**config.mk**
```make
export PLATFORM = sky130hd
export DESIGN_NAME = priv_mode_guard
export DESIGN_NICKNAME = d
export VERILOG_FILES = /design/src/rtl/priv_mode_guard.sv
export SDC_FILE = /design/constraint.sdc
export NUM_CORES = 1
export LEC_CHECK = 0
export ABC_AREA = 1
export CAP_MARGIN = 20
export CORE_MARGIN = 5
export CORE_UTILIZATION = 47
export CTS_CLUSTER_DIAMETER = 60
export DETAILED_ROUTE_END_ITERATION = 8
export GPL_TIMING_DRIVEN = 0
export PLACE_DENSITY = 0.88
export SLEW_MARGIN = 10
export SYNTH_ARGS = -nofsm -noshare
export SYNTH_HDL_FRONTEND = slang
export SYNTH_SLANG_ARGS = --single-unit
```
**constraint.sdc**
```tcl
create_clock -name clk -period 1.6 [get_ports clk]
set_input_delay 0.32 -clock clk [delete_from_list [all_inputs] [get_ports clk]]
set_output_delay 0.32 -clock clk [all_outputs]
set_load 0.1 [all_outputs]
```
**src/rtl/priv_mode_guard.sv**
```systemverilog
// Privilege-mode guard: clamps requested modes, grants MACHINE mode only for a
// password-authenticated, time-limited debug session, and locks out brute force.
module priv_mode_guard #(
  parameter int MODE_W         = 2,
  parameter int MAX_USR_MODE   = 1,
  parameter int PWD_W          = 32,
  parameter int MAX_FAILS      = 3,
  parameter int LOCKOUT_CYCLES = 16,
  parameter int DEBUG_TIMEOUT  = 64
) (
  input  logic                               clk,
  input  logic                               rst,
  input  logic [MODE_W-1:0]                  usr_mode,
  input  logic                               debug_req,
  input  logic                               pwd_valid,
  input  logic [PWD_W-1:0]                   pwd_data,
  input  logic [PWD_W-1:0]                   pwd_ref,
  output logic                               pwd_ready,
  output logic [MODE_W-1:0]                  mode_o,
  output logic                               debug_active,
  output logic                               locked,
  output logic [$clog2(MAX_FAILS+1)-1:0]     fail_cnt
);

  localparam int FAIL_W = $clog2(MAX_FAILS + 1);
  localparam int SESS_W = $clog2(DEBUG_TIMEOUT + 1);
  localparam int LOCK_W = $clog2(LOCKOUT_CYCLES + 1);

  localparam logic [MODE_W-1:0] MODE_MACHINE = '1;
  localparam logic [MODE_W-1:0] USR_CAP      = MODE_W'(MAX_USR_MODE);
  localparam logic [FAIL_W-1:0] FAIL_MAX     = FAIL_W'(MAX_FAILS);
  localparam logic [SESS_W-1:0] SESS_LAST    = SESS_W'(DEBUG_TIMEOUT - 1);
  localparam logic [LOCK_W-1:0] LOCK_LAST    = LOCK_W'(LOCKOUT_CYCLES - 1);

  typedef enum logic [1:0] {
    S_IDLE,
    S_CHECK,
    S_DEBUG,
    S_LOCKOUT
  } state_t;

  state_t              state_q, state_d;
  logic [MODE_W-1:0]   mode_q, mode_d;
  logic [MODE_W-1:0]   mode_clamped;
  logic [PWD_W-1:0]    pwd_q, pwd_d;
  logic [FAIL_W-1:0]   fail_q, fail_d;
  logic [SESS_W-1:0]   sess_q, sess_d;
  logic [LOCK_W-1:0]   lock_q, lock_d;

  always_ff @(posedge clk) begin
    if (rst) begin
      state_q <= S_IDLE;
      mode_q  <= '0;
      pwd_q   <= '0;
      fail_q  <= '0;
      sess_q  <= '0;
      lock_q  <= '0;
    end else begin
      state_q <= state_d;
      mode_q  <= mode_d;
      pwd_q   <= pwd_d;
      fail_q  <= fail_d;
      sess_q  <= sess_d;
      lock_q  <= lock_d;
    end
  end

  always_comb begin
    mode_clamped = (usr_mode > USR_CAP) ? USR_CAP : usr_mode;

    // Outside DEBUG the mode tracks the clamped request; counters idle at zero.
    state_d = state_q;
    mode_d  = mode_clamped;
    pwd_d   = pwd_q;
    fail_d  = fail_q;
    sess_d  = '0;
    lock_d  = '0;

    case (state_q)
      S_IDLE: begin
        if (pwd_valid && debug_req) begin
          pwd_d   = pwd_data;
          state_d = S_CHECK;
        end
      end

      S_CHECK: begin
        if (pwd_q == pwd_ref) begin
          state_d = S_DEBUG;
          mode_d  = MODE_MACHINE;
          fail_d  = '0;
        end else begin
          fail_d  = (fail_q == FAIL_MAX) ? fail_q : fail_q + FAIL_W'(1);
          state_d = (fail_d == FAIL_MAX) ? S_LOCKOUT : S_IDLE;
        end
      end

      S_DEBUG: begin
        // Leaving returns to IDLE, so a timed-out session needs a fresh password.
        if (!debug_req || (sess_q == SESS_LAST)) begin
          state_d = S_IDLE;
        end else begin
          mode_d = MODE_MACHINE;
          sess_d = sess_q + SESS_W'(1);
        end
      end

      S_LOCKOUT: begin
        if (lock_q == LOCK_LAST) begin
          state_d = S_IDLE;
          fail_d  = '0;
        end else begin
          lock_d = lock_q + LOCK_W'(1);
        end
      end

      default: begin
        state_d = S_IDLE;
      end
    endcase
  end

  assign pwd_ready    = (state_q == S_IDLE);
  assign debug_active = (state_q == S_DEBUG);
  assign locked       = (state_q == S_LOCKOUT);
  assign mode_o       = mode_q;
  assign fail_cnt     = fail_q;

endmodule

```
==> flow_metrics.py, run 1 <==
metrics = {
    "synth": {
        "yosysUniqueCellTypes": 29,
        "ys_seq_area_share_pct": 40.3,
        "async_reset_ff_share_pct": 0,
        "syn_inst": 334,
        "yosysMostFrequentCell": "nand2_1",
        "ys_ff_latch": 50,
        "ys_warn_count": 0,
        "synth-edff-count": 0,
        "yosys_most_used_dff": "dfxtp_1",
        "synth_fp_nets": 411,
        "syn-cell-area_um2": 2480,
        "syn-mean-instance-area_um2": 7.43,
        "yosys.area.top_type_share_pct": 40.3,
        "synth_area_leaders": "dfxtp_1, nand2_1, xnor2_1",
        "synth_area_leader_cell": "dfxtp_1",
        "synth_common_cells": "nand2_1, dfxtp_1, inv_1",
    },
    "clock_network": {
        "clk_pin_slew_ps": 80,
        "post_cts_buffers": 0,
        "clock-sinks": 50,
        "cts_buffers": 5,
        "clockBufferDepth": 2,
        "root_buffer": "clkbuf_8",
        "clock_latency_ps": 290,
        "cts_tree": "yes",
        "htreeDepth": 2,
    },
    "timing": {
        "rsz0062_at_grt": "false",
        "whs_ps": 455,
        "slew_violations": 0,
        "hold_viol_final": 0,
        "fin_skew_ps": 3.26,
        "slew_headroom_pct": 63.6,
        "finalSetupViolCount": 0,
        "min_period_ps": 1550,
        "timing.fmax_ghz": 0.645,
        "setup_slack_ps": 50.4,
        "max_slew.worst_pin.slew_ps": 549,
        "finalCritPeriodShare_pct": 96.9,
    },
    "power_and_ir_drop": {
        "swShare_pct": 39.3,
        "comb_power_share_pct": 44.1,
        "powerDensity_nw_per_um2": 1180,
        "p_leak_nw": 1.36,
        "power.switching_mw": 1.60,
        "ir_drop_mv": 0.679,
        "p_seq_share_pct": 39.3,
        "clock_power_share_pct": 16.6,
        "internal_power_mw": 2.48,
    },
    "grt": {
        "grt_use_met1_pct": 18.0,
        "grt_first_pass_wirelength_mm": 8.96,
        "grt_pass1_vias": 2271,
        "grt_max_degree": 14,
        "gr-usage-met3_pct": 4.23,
        "grt.met2_usage_pct": 32.5,
        "grt_antenna_before_repair": 0,
        "busiest_layer": "met2",
        "globalRouteOverflowTotal": 0,
        "grt_use_total_pct": 16.7,
    },
    "cells_and_area": {
        "final_layout_size_suffix_gt1_share_pct": 11.8,
        "fillerInstances": 471,
        "multiInputGateArea_um2": 1250,
        "fin_area_um2": 3450,
        "area_growth_pct": 39.2,
        "antenna_cells": 0,
        "final_nets": 494,
        "seq_area_um2": 1000,
    },
    "placement": {
        "place_ws_ps": -619,
        "place_area_um2": 3350,
        "port_buffers": 76,
        "gp_congestion": 0.827,
        "post-dp-hpwl_mm": 4.52,
    },
    "detailed_routing": {
        "drt_iter0_markers": 54,
        "wire_per_inst_um": 11.3,
        "wl_mm": 5.51,
        "num_vias": 2305,
        "firstDrtPassIters": 6,
        "ant_nets": 0,
        "via_per_inst": 4.73,
        "drc": 0,
    },
    "die": {
        "die_x_um": 82.7,
        "initial_core_util_pct": 48.6,
        "core_area_um2": 5110,
        "dieArea_um2": 6840,
        "die_y_um": 82.7,
        "rows": 26,
        "io_pins": 77,
    },
    "setup_path": {
        "worstSetupPathType": "reg -> out",
        "end_kind": "output pin",
        "crit_fanout": 4,
        "slowest_delay_ps": 560,
        "reg2reg_setup_slack_ps": 130,
        "arrival_ps": 1230,
        "required_ps": 1280,
        "worst_setup_path_start_kind": "flip-flop",
        "cp_cell_sequence": "clkdlybuf4s18_2",
        "cp_num_buf_inv": 1,
        "cpMaxStageDelayCell": "clkdlybuf4s18_2",
        "cp_top_family": "buffers and inverters",
    },
    "min_path": {
        "hp-class": "reg -> reg",
    },
    "flow_run": {
        "cap_violations": 0,
    },
    "outcome": {
        "status": "complete, no violations",
    },
}
## repair_timing
| action | 4_1_cts | 5_1_grt |
|---|---|---|
| hold buffers | 0 | 0 |
| gates cloned | 0 | 0 |
| setup endpoints to repair | 7 | 18 |
| hold endpoints to repair | 0 | 0 |
| resized for setup | 35 | 10 |
## worst paths after layout
kind,from,endpoint,depth (start not counted)
max,fail_cnt[0],fail_cnt[0],1
min,lock_q[0],lock_q[0],1
max reg2reg,lock_q[0],state_q[1],9
min reg2reg,lock_q[0],lock_q[0],1
## cell families after synthesis
kind of cell,Yosys count,synth area share (%)
AND/OR/NAND/NOR,108,20.5
buffers and inverters,66,10.7
XOR/XNOR,25,8.82
adder cells (fa/ha/maj),7,3.53
flip-flops,50,40.3
AO/OA/AOI/OAI,78,16.1
## metrics by stage
| step | total power [mW] | setup TNS (ps) | std cells | util, % |
|---|---|---|---|---|
| 6_report | 4.08 | 0 | 487 | 67.6 |
| 5_1_grt | 4.34 | 0 | 487 | 67.6 |
| 4_1_cts | 4.06 | -8.26 | 487 | 67.2 |
| 3_5_place_dp | 3.37 | -8600 | 480 | 65.6 |
| 3_3_place_gp | 3.31 | -7800 | 480 | 65.6 |
| 2_1_floorplan | 2.91 | 0 | 334 | - |
## flip-flops by register name, summed over array words and instances (netlist names)
signal	count
lock_q	5
mode_o	2
fail_cnt	2
pwd_q	32
state_q	2
sess_q	7
## power groups by stage
stage | Clock [mW] | Combinational [mW] | Sequential (mW)
final | 0.678 | 1.80 | 1.60
after global routing | 0.746 | 1.97 | 1.63
after CTS | 0.703 | 1.76 | 1.60
after detailed placement | 0 | 1.74 | 1.63
after global placement | 0 | 1.70 | 1.61
after floorplan | 0 | 1.10 | 1.81
## cell type report
| type | instances | share of cell area, % |
|---|---|---|
| multi-input combinational | 218 | 36.2 |
| buffer | 10 | 1.70 |
| sequential | 50 | 29.0 |
| timing repair buffer | 76 | 22.3 |
| clock buffer | 7 | 2.21 |
| tap | 70 | 2.54 |
| inverter | 56 | 6.08 |
## layer usage
metal	share of wire (%)	wire length, um
met5	0	0
met4	1.4	78
met3	6.7	371
met2	51	2830
met1	41	2230
## placed cells by master, fill, tap and decap left out, types with 2 or more instances in the layout
| master | synthesis | layout |
|---|---|---|
| clkdlybuf4s15_2 | 0 | 2 |
| clkbuf_8 | 0 | 5 |
| nor2_2 | 2 | 2 |
| inv_2 | 9 | 10 |
| ha_1 | 7 | 4 |
| nor2_1 | 25 | 25 |
| clkdlybuf4s50_1 | 0 | 69 |
| inv_1 | 47 | 46 |
| buf_2 | 7 | 8 |
| nand3_1 | 6 | 6 |
| ha_4 | 0 | 2 |
| dfxtp_1 | 50 | 50 |
| o21ai_1 | 21 | 21 |
| buf_6 | 1 | 2 |
| a21oi_1 | 40 | 40 |
| nand2_1 | 63 | 63 |
| clkbuf_1 | 1 | 2 |
| xor2_1 | 2 | 2 |
| nand3_4 | 2 | 3 |
| buf_8 | 0 | 2 |
| o21ai_0 | 14 | 14 |
| nand2_2 | 2 | 2 |
| xnor2_1 | 23 | 23 |
No activity file was read; power rests on OpenSTA's default activity.
==> inputs of run 2 (changes only) <==
PLACE_DENSITY = 0.79   (was 0.88)
==> run 2 against run 1 <==
  * Critical path type unchanged
  * Flip-flop and latch count unchanged
  * Largest cell class unchanged
  * Global-route usage up 0.18 points
  * Die area did not move
  * Maximum frequency grew 2.7%
==> flow_metrics.py, run 2 (same netlist as run 1, synthesis figures left out) <==
metrics = {
    "outcome": {
        "status": "complete, no violations",
    },
    "die": {
        "die_y_um": 82.7,
        "core_area_um2": 5110,
        "dieArea_um2": 6840,
        "initial_core_util_pct": 48.6,
        "io_pins": 77,
        "rows": 26,
        "die_x_um": 82.7,
    },
    "grt": {
        "grt_use_total_pct": 16.9,
        "grt_first_pass_wirelength_mm": 8.95,
        "globalRouteOverflowTotal": 0,
        "grt_antenna_before_repair": 0,
        "grt_pass1_vias": 2207,
        "grt_max_degree": 16,
    },
    "cells_and_area": {
        "antenna_cells": 0,
        "area_growth_pct": 40.6,
        "post-route-util_pct": 68.3,
        "largest_reg_flops": 32,
        "top_regs": "pwd_q x32, sess_q x7, lock_q x5",
        "final_nets": 494,
        "final_layout_size_suffix_gt1_share_pct": 12.7,
        "largest_register": "pwd_q",
        "mostFrequentLayoutCells": "clkdlybuf4s50_1, nand2_1, dfxtp_1, inv_1, a21oi_1",
        "final_common_cell": "clkdlybuf4s50_1",
    },
    "detailed_routing": {
        "ant_nets": 0,
        "drc": 0,
        "via_per_inst": 4.62,
        "drt_iter0_markers": 79,
        "wire_per_inst_um": 11.0,
        "firstDrtPassIters": 4,
        "wl_mm": 5.39,
        "num_vias": 2254,
    },
    "flow_run": {
        "cap_violations": 0,
    },
    "clock_network": {
        "ctsResizeCount": 36,
        "root_buffer": "clkbuf_8",
        "clockBufferDepth": 2,
        "htreeDepth": 2,
        "hold_buffers": 0,
        "cts_buffers": 5,
        "post_cts_buffers": 0,
        "clock-sinks": 50,
        "cts_tree": "yes",
        "clock_latency_ps": 300,
        "clk_pin_slew_ps": 90,
    },
    "timing": {
        "fin_skew_ps": 6.35,
        "whs_ps": 453,
        "rsz0062_at_grt": "false",
        "max_slew.worst_pin.slew_ps": 549,
        "setup_slack_ps": 91.7,
        "finalCritPeriodShare_pct": 94.3,
        "slew_headroom_pct": 63.6,
        "finalSetupViolCount": 0,
        "min_period_ps": 1510,
        "timing.fmax_ghz": 0.663,
        "hold_viol_final": 0,
        "slew_violations": 0,
    },
    "min_path": {
        "holdPathEnd": "sess_q[0]",
        "min_path_cells": 1,
        "hp-class": "reg -> reg",
        "hp-start": "sess_q[0]",
    },
    "power_and_ir_drop": {
        "p_leak_nw": 1.38,
        "ir_drop_mv": 0.850,
        "powerDensity_nw_per_um2": 1220,
    },
    "placement": {
        "gp_congestion": 0.794,
        "port_buffers": 76,
        "post-dp-hpwl_mm": 4.33,
        "place_ws_ps": -629,
    },
    "setup_path": {
        "arrival_ps": 1190,
        "critPathLaunch": "state_q[0]",
        "reg2reg_setup_slack_ps": 140,
        "timing.rr.start": "lock_q[0]",
        "end_kind": "output pin",
        "worst_setup_path_start_kind": "flip-flop",
        "worstSetupPathType": "reg -> out",
        "reg2reg_to": "fail_cnt[0]",
        "required_ps": 1280,
        "crit_fanout": 6,
        "reg2reg_depth": 9,
    },
}
## run 2: cell types whose count changed in the layout (fill, tap and decap cells not counted), sizes merged
cell	before	now
bufinv	0	1
buf	12	13
clkdlybuf4s18	1	0
clkbuf	9	8
clkinvlp	0	1
## run 2: layout make-up
type	instances	area, um2
Buffer	10	58.8
Clock buffer	6	72.6
Clock inverter	2	37.5
Fill cell	461	1620
Inverter	56	210
Multi-Input combinational cell	218	1260
Sequential cell	50	1000
Tap cell	70	87.6
Timing Repair Buffer	76	764
## run 2: how the worst max path moves through the flow
stage,endpoint,slack [ps],cells past startpoint
floorplan,sess_q[2],50,4
detailed placement,debug_active,-630,3
global placement,debug_active,-600,3
finish,locked,90,2
global route,fail_cnt[0],10,9
CTS,pwd_q[28],-20,6
## run 2: stage by stage
stage,std cells,instance area [um2],power [mW],TNS (ps)
2_1_floorplan,334,2500,2.91,0
6_report,488,3490,4.27,0
5_1_grt,488,3490,4.53,0
3_3_place_gp,480,3350,3.32,-7690
4_1_cts,488,3470,4.26,-38.8
3_5_place_dp,480,3350,3.36,-8560
## run 2: critical path, stage by stage (launching register included)
cell,delay [ps]
dfxtp_1,380
ha_2,260
buf_6,240
## run 2: where the power goes
| group | internal [mW] | switching [mW] |
|---|---|---|
| sequential | 1.46 | 0.145 |
| combinational | 0.712 | 1.08 |
| clock | 0.467 | 0.409 |
## run 2: per-layer routing
layer,up-vias,share of wire (%),global-route usage (%)
met1,987,41,18.6
met3,6,6.4,4.12
met4,0,1.4,6.21
met2,54,51,31.3
met5,-,0,0
li1,1207,-,-
==> inputs of run 3 (changes only) <==
SKIP_LAST_GASP = 1   (was default)
==> run 3 against run 2 <==
  * First-iteration DRC count is 7.6% lower
  * Total power is 0.66% lower
  * Sequential share of layout area is 0.062 points higher
  * Non-clock buffer count stayed put
  * Global-route usage stayed put
  * Via count is 0.22% higher
  * Final cell count stayed put
  * Count of clock-buffer cells in the layout stayed put
  * Flip-flop and latch count stayed put
  * Die area stayed put
  * Critical endpoint is now pwd_ready
==> flow_metrics.py, run 3 (same netlist as run 1, synthesis figures left out) <==
metrics = {
    "timing": {
        "hold_viol_final": 0,
        "final.setup.tns_ps": 0,
        "whs_ps": 453,
        "slew_headroom_pct": 63.6,
        "timing.fmax_ghz": 0.657,
        "slew_violations": 0,
        "max_slew.worst_pin.slew_ps": 549,
        "min_period_ps": 1520,
        "finalSetupViolCount": 0,
        "finalCritPeriodShare_pct": 95.1,
        "rsz0062_at_grt": "true",
        "fin_skew_ps": 6.97,
    },
    "cells_and_area": {
        "seq_area_um2": 1000,
        "final_layout_size_suffix_gt1_share_pct": 12.7,
        "multiInputGateArea_um2": 1260,
        "area_growth_pct": 40.3,
        "top_regs": "pwd_q x32, sess_q x7, lock_q x5",
        "antenna_cells": 0,
        "post-route-util_pct": 68.2,
        "largest_reg_flops": 32,
        "final_common_cell": "clkdlybuf4s50_1",
        "fillerInstances": 465,
        "mostFrequentLayoutCells": "clkdlybuf4s50_1, nand2_1, dfxtp_1, inv_1, a21oi_1",
        "final_nets": 494,
        "largest_register": "pwd_q",
    },
    "grt": {
        "globalRouteOverflowTotal": 0,
        "grt_use_total_pct": 16.9,
        "grt_antenna_before_repair": 0,
        "busiest_layer": "met2",
        "grt_first_pass_wirelength_mm": 8.95,
        "grt.met2_usage_pct": 31.1,
        "grt_pass1_vias": 2206,
        "grt_use_met1_pct": 18.7,
        "gr-usage-met3_pct": 4.12,
        "grt_max_degree": 16,
    },
    "detailed_routing": {
        "drc": 0,
        "via_per_inst": 4.63,
        "ant_nets": 0,
        "num_vias": 2259,
        "firstDrtPassIters": 4,
        "wire_per_inst_um": 11.0,
        "wl_mm": 5.39,
        "drt_iter0_markers": 73,
    },
    "die": {
        "rows": 26,
        "die_y_um": 82.7,
        "dieArea_um2": 6840,
        "io_pins": 77,
        "initial_core_util_pct": 48.6,
        "die_x_um": 82.7,
        "core_area_um2": 5110,
    },
    "power_and_ir_drop": {
        "powerDensity_nw_per_um2": 1220,
        "internal_power_mw": 2.61,
        "comb_power_share_pct": 41.6,
        "power.switching_mw": 1.63,
        "p_leak_nw": 1.38,
        "ir_drop_mv": 0.799,
        "clock_power_share_pct": 20.7,
        "p_total_mw": 4.24,
        "p_seq_share_pct": 37.8,
        "swShare_pct": 38.4,
    },
    "placement": {
        "gp_congestion": 0.794,
        "port_buffers": 76,
        "post-dp-hpwl_mm": 4.33,
    },
    "outcome": {
        "status": "complete, no violations",
    },
    "clock_network": {
        "ctsResizeCount": 33,
        "clock_latency_ps": 300,
        "post_cts_buffers": 0,
        "root_buffer": "clkbuf_8",
        "hold_buffers": 0,
        "cts_buffers": 5,
        "clk_pin_slew_ps": 90,
        "clockBufferDepth": 2,
        "clock-sinks": 50,
        "htreeDepth": 2,
        "cts_tree": "yes",
    },
    "setup_path": {
        "arrival_ps": 1200,
        "worstSetupPathType": "reg -> out",
        "reg2reg_depth": 9,
        "worstSetupEndpoint": "pwd_ready",
        "required_ps": 1280,
        "timing.rr.start": "lock_q[0]",
        "reg2reg_to": "fail_cnt[0]",
        "reg2reg_setup_slack_ps": 120,
        "end_kind": "output pin",
        "critPathLaunch": "state_q[1]",
        "worst_setup_path_start_kind": "flip-flop",
        "crit_fanout": 3,
    },
    "min_path": {
        "hp-class": "reg -> reg",
    },
    "flow_run": {
        "cap_violations": 0,
    },
}
run 3: final cells by class:
| type | instances | area share (%) |
|---|---|---|
| sequential | 50 | 28.8 |
| clock buffer | 6 | 2.08 |
| inverter | 56 | 6.04 |
| timing repair buffer | 76 | 21.7 |
| multi-input combinational | 218 | 36.1 |
| tap | 70 | 2.52 |
| clock inverter | 2 | 1.08 |
| buffer | 10 | 1.69 |
run 3: worst min-delay path by stage:
| stage | depth (start not counted) | slack, ps | from | endpoint |
|---|---|---|---|---|
| finish | 1 | 450 | sess_q[0] | sess_q[0] |
| global route | 2 | 470 | pwd_q[14] | pwd_q[14] |
| CTS | 1 | 460 | sess_q[0] | sess_q[0] |
| detailed placement | 1 | 440 | sess_q[0] | sess_q[0] |
| global placement | 1 | 430 | sess_q[0] | sess_q[0] |
| floorplan | 1 | 390 | rst | fail_cnt[0] |
run 3: metrics by stage:
stage	area (um2)	setup WS (ps)	instances
6_report	3480	77.8	488
5_1_grt	3480	-7.19	488
4_1_cts	3450	-117	488
3_5_place_dp	3350	-629	480
3_3_place_gp	3350	-603	480
2_1_floorplan	2500	53.9	334
run 3: worst max-delay path, cell delays in order, from the launching register on:
cell and delay, ps:
dfxtp_2 350, inv_1 140, ha_4 180, buf_6 230
run 3: layer usage:
layer	share of wire, %	vias to the layer above
li1	-	1208
met1	41	990
met3	6.6	6
met2	51	55
met5	0	-
met4	1.4	0
run 3: power groups by stage:
stage	registers, mW	logic (mW)	clock network [mW]
floorplan	1.81	1.10	0
global placement	1.61	1.71	0
detailed placement	1.62	1.74	0
CTS	1.60	1.72	0.901
global route	1.63	1.93	0.946
finish	1.60	1.76	0.877
